## src/rtl/pipeline_stall_ctrl.sv

```systemverilog
// Central pipeline sequencer: merges memory waits, branch flushes, multi-cycle
// execution and load-use hazards into one prioritised set of stage controls.
module pipeline_stall_ctrl #(
  parameter int CNT_W      = 32,
  parameter int MC_TIMEOUT = 64
) (
  input  logic             clk,
  input  logic             rst_n,
  input  logic             load_use_hazard_i,
  input  logic             branch_flush_i,
  input  logic             ex_mc_op_i,
  input  logic             mc_done_i,
  input  logic             dmem_req_i,
  input  logic             dmem_ready_i,
  output logic             pc_stall_o,
  output logic             if_id_stall_o,
  output logic             if_id_flush_o,
  output logic             id_ex_stall_o,
  output logic             id_ex_flush_o,
  output logic             ex_mem_stall_o,
  output logic             ex_mem_flush_o,
  output logic             mem_wb_flush_o,
  output logic             mc_start_o,
  output logic             mc_kill_o,
  output logic             mc_timeout_o,
  output logic [1:0]       state_o,
  output logic [CNT_W-1:0] stall_cnt_o
);

  // state   | meaning
  // RUN     | normal flow, no multi-cycle op outstanding
  // MC_BUSY | multi-cycle unit running, EX held
  // MC_HOLD | multi-cycle result done, waiting for MEM to release
  typedef enum logic [1:0] {
    RUN     = 2'd0,
    MC_BUSY = 2'd1,
    MC_HOLD = 2'd2
  } state_t;

  localparam int BW = $clog2(MC_TIMEOUT + 1);
  localparam logic [BW-1:0] BUSY_MAX = BW'(MC_TIMEOUT);

  state_t          state, state_nxt;
  logic [BW-1:0]   busy_cnt, busy_cnt_nxt;
  logic            mem_wait;

  assign mem_wait = dmem_req_i & ~dmem_ready_i;
  assign state_o  = state;

  always_comb begin
    state_nxt      = state;
    busy_cnt_nxt   = busy_cnt;
    pc_stall_o     = 1'b0;
    if_id_stall_o  = 1'b0;
    if_id_flush_o  = 1'b0;
    id_ex_stall_o  = 1'b0;
    id_ex_flush_o  = 1'b0;
    ex_mem_stall_o = 1'b0;
    ex_mem_flush_o = 1'b0;
    mem_wb_flush_o = 1'b0;
    mc_start_o     = 1'b0;
    mc_kill_o      = 1'b0;

    if (state == MC_BUSY && busy_cnt != BUSY_MAX)
      busy_cnt_nxt = busy_cnt + 1'b1;

    // Outputs are forced quiet while reset is held, whatever the inputs do.
    if (rst_n) begin
      if (mem_wait) begin
        pc_stall_o     = 1'b1;
        if_id_stall_o  = 1'b1;
        id_ex_stall_o  = 1'b1;
        ex_mem_stall_o = 1'b1;
        mem_wb_flush_o = 1'b1;
        if (state == MC_BUSY && mc_done_i)
          state_nxt = MC_HOLD;
      end else if (branch_flush_i) begin
        if_id_flush_o  = 1'b1;
        id_ex_flush_o  = 1'b1;
        ex_mem_flush_o = 1'b1;
        if (state != RUN) begin
          mc_kill_o = 1'b1;
          state_nxt = RUN;
        end
      end else begin
        case (state)
          RUN: begin
            if (ex_mc_op_i) begin
              mc_start_o     = 1'b1;
              pc_stall_o     = 1'b1;
              if_id_stall_o  = 1'b1;
              id_ex_stall_o  = 1'b1;
              ex_mem_flush_o = 1'b1;
              busy_cnt_nxt   = '0;
              state_nxt      = MC_BUSY;
            end else if (load_use_hazard_i) begin
              pc_stall_o    = 1'b1;
              if_id_stall_o = 1'b1;
              id_ex_flush_o = 1'b1;
            end
          end
          MC_BUSY: begin
            if (mc_done_i) begin
              state_nxt = RUN;
            end else begin
              pc_stall_o     = 1'b1;
              if_id_stall_o  = 1'b1;
              id_ex_stall_o  = 1'b1;
              ex_mem_flush_o = 1'b1;
            end
          end
          MC_HOLD: state_nxt = RUN;
          default: state_nxt = RUN;
        endcase
      end
    end
  end

  always_ff @(posedge clk or negedge rst_n) begin
    if (!rst_n) begin
      state        <= RUN;
      busy_cnt     <= '0;
      mc_timeout_o <= 1'b0;
      stall_cnt_o  <= '0;
    end else begin
      state    <= state_nxt;
      busy_cnt <= busy_cnt_nxt;
      if (state == MC_BUSY && busy_cnt_nxt == BUSY_MAX)
        mc_timeout_o <= 1'b1;
      if (pc_stall_o && !(&stall_cnt_o))
        stall_cnt_o <= stall_cnt_o + 1'b1;
    end
  end

endmodule

```

## config.mk

```make
export PLATFORM = sky130hd
export DESIGN_NAME = pipeline_stall_ctrl
export DESIGN_NICKNAME = d
export VERILOG_FILES = /design/src/rtl/pipeline_stall_ctrl.sv
export SDC_FILE = /design/constraint.sdc
export NUM_CORES = 1
export LEC_CHECK = 0
export ABC_AREA = 1
export BUFFER_PORTS_ARGS = -buffer_cell sky130_fd_sc_hd__buf_2
export CAP_MARGIN = 0
export CORE_UTILIZATION = 50
export CTS_CLUSTER_DIAMETER = 80
export CTS_CLUSTER_SIZE = 30
export DETAILED_ROUTE_END_ITERATION = 16
export GPL_TIMING_DRIVEN = 0
export PLACE_DENSITY = 0.82
export SLEW_MARGIN = 10
export SYNTH_ARGS = -nofsm -noshare
export SYNTH_HDL_FRONTEND = slang
export SYNTH_SLANG_ARGS = --single-unit
export TNS_END_PERCENT = 50
```

## constraint.sdc

```tcl
create_clock -name clk -period 4.7 [get_ports clk]
set_input_delay 0.235 -clock clk [delete_from_list [all_inputs] [get_ports clk]]
set_output_delay 0.235 -clock clk [all_outputs]
set_load 0.02 [all_outputs]
```

==> results.md <==
- Slew @ Worst Pin: 0.972 ns
- Count leader, synth: nand2_1
- Share of cells above drive strength 1: 0.204
- Async SR Flop Fraction: 1.00
- Post-synth top cells: nand2_1 (152), inv_1 (47), dfrtp_1 (42), nor2_1 (37), nor3_1 (18)
- FF+latch count, synth: 42
- Die Area: 0.00603 mm²
- Core Rows: 27
- Synthesized cell area: around 0.0029 mm²
- Core Box Area: 0.00551 mm²
- Max-slew headroom: 0.352
- Post-CTS Setup Bufs: 0
- H-tree Lvls: 2
- Max-slew violations: 0
- Worst Path Arrival: 1.88 ns
- Reg2reg path depth: 11
- Drt initial violations: about 200
- CP endpoint: mc_start_o
- P_leak: between 1.5 and 2 nW
- Number of distinct library cells after synthesis: 33
- Worst reg2reg setup slack: between 2 and 3 ns
- Clk sink count: 42
- Crit path cell chain: buf_2 > nand2_1 > inv_1 > nand4_2 > inv_1 > buf_2
- Area share of the largest cell type after synthesis: 0.367
- Hold Crit Class: input pin to asynchronous set/reset pin
- Tot GR Track Use: 0.251
- # port buffers: 52
- Final setup fails: 0
- RR Startpoint: stall_cnt_o[0]$_DFFE_PN0P_
- Mapped Cells: 401
- Fin nets: 471
- Final hold vios: 0
- Period utilization: 0.450
- Critical Path Start Type: input pin
- Gpl congestion: 0.976
- Worst setup startpoint: rst_n
- DRC Markers: 0
- Post-synth top area cell: dfrtp_1
- Worst-path clk slew: 0.08 ns
- Diode count: 0
- # placed instances: 525
- Routed vias: 2,689
- CP Capture Type: output pin
- Vias per cell: 5.05
- Largest net degree at the start of global routing: 46
- RSZ-0062 raised after global routing: no
- Setup tns final: 0 ns
- Maxcap violations: 0
- Top_reg_cell synth: dfrtp_1
- Kind of critical path: input pin to output pin
- Register area share after synthesis: 0.367
- PD cells: between 300 and 400 mW/mm²
- Final Routed Wirelength: 6870 µm
- Clk Latency, worst-skew pair: 0.29 ns
- Post-CTS resize count: 0
- Ports: 53
- Synthesis-to-finish area growth: 15.4%
- Status: completed
- Initial antenna violation count: 0
- Worst Clk Skew: approximately 0.007 ns
- Layout Utilization: 0.600
- DRT Pass-1 Iters: 4
- Net count after synthesis: 412
- Largest stage delay, worst path: 0.73 ns
- Hold Buf Count CTS: 0
- CTS buffer count: 5
- Fmax: 473 MHz
- Critical-path top delay cell: buf_2
- Antenna viol nets, final: 0
- Syn avg cell area: ~7.1 µm²
- Crit-path max FO: between 40 and 50
- Non-filler cells, final: between 500 and 600
- Number of synthesized flops with an enable pin: 0
- Starting density of the core: 0.520
- Fin crit period: 2.12 ns
- DIE HEIGHT: 77.7 µm
- WL/cell: 12.9 µm
- Syn. warnings: 0
- Root Buffer: clkbuf_8
- Top cells by area, synth: dfrtp_1 (37%), nand2_1 (20%), inv_1 (6.2%)
- First-pass GRT wire length: approximately 12,000 µm
- Worst R2R End: stall_cnt_o[20]$_DFFE_PN0P_
- VDD IR max: 0.000164 V
- Die W: between 70 and 80 µm
- CTS tree: done
- Clk buf depth: 2
- Number of global-route vias before repair: about 2.6k
- WP data required: 4.47 ns
- GRT overflow: 0
- Post-DP HPWL: 5430 µm
per-layer routing:
layer	wire (µm)	part of all wire	up-vias	GRT usage
met5	0	0	-	0
met4	79	0.012	0	0.0717
met3	353	0.051	9	0.0447
met2	3180	0.46	57	0.391
met1	3260	0.47	1255	0.357
li1	-	-	1368	-
worst min path at each step:
stage                                             end  depth (start not counted)
final                      stall_cnt_o[1]$_DFFE_PN0P_                          1
after detailed placement   stall_cnt_o[1]$_DFFE_PN0P_                          1
after floorplan                 busy_cnt[0]$_DFF_PN0_                          0
after global routing      stall_cnt_o[18]$_DFFE_PN0P_                          1
after global placement     stall_cnt_o[1]$_DFFE_PN0P_                          1
after CTS                 stall_cnt_o[18]$_DFFE_PN0P_                          1
report_power, final:
group | total, W | switching, W | internal, W
Clock | 0.000242 | 0.000123 | 0.000119
Combinational | 0.000448 | 0.000293 | 0.000155
Sequential | 0.000495 | 0.0000740 | 0.000421
state kept, by name, indices dropped and copies added, names as in the netlist:
signal,cells
mc_timeout_o,1
state_o,2
stall_cnt_o,32
busy_cnt,7
stage by stage:
step	setup slack, ns	hold WS [ns]	area [µm²]	power (W)
floorplan	2.92	-0.0606	2860	0.000818
global placement	2.47	0.439	3210	0.000933
detailed placement	2.45	0.449	3210	0.000952
finish	2.58	0.0973	3300	0.00118
CTS	2.52	0.127	3300	0.00119
global route	2.26	0.198	3300	0.00127
cell usage in the layout (no fill, tap or decap), types with 2 or more instances in the layout:
master      n
inv_2       2
nand3b_1    4
inv_1      47
nor2_2      3
buf_6       4
nor3_1     18
clkbuf_8    6
o21ai_0     9
xor2_1     17
dfrtp_1    42
nor2_1     37
nand4_1     7
nand3_1    17
nand3_2     5
buf_2      52
ha_1        3
o21ai_2     5
xnor2_1     7
nand2_1   152
buf_4       4
nor3_2      4
critical path, delay by kind of cell:
family	cells	cell delay (ns)
buffers and inverters	4	1.15
AND/OR/NAND/NOR	2	0.47
logic make-up after synthesis:
kind of cell,share of synthesized area
buffers and inverters,0.0997
adder cells (fa/ha/maj),0.0131
AO/OA/AOI/OAI,0.0481
flip-flops,0.367
XOR/XNOR,0.0791
AND/OR/NAND/NOR,0.393
layout make-up:
class	instances	area, µm²
clock inverters	1	5.00
fillers	519	2200
repair buffers	52	260
inverters	50	190
clock buffers	7	86.3
plain buffers	9	95.1
multi-input cells	300	1530
well taps	72	90.1
flip-flops and latches	42	1050
(Power assumes the default switching activity.)
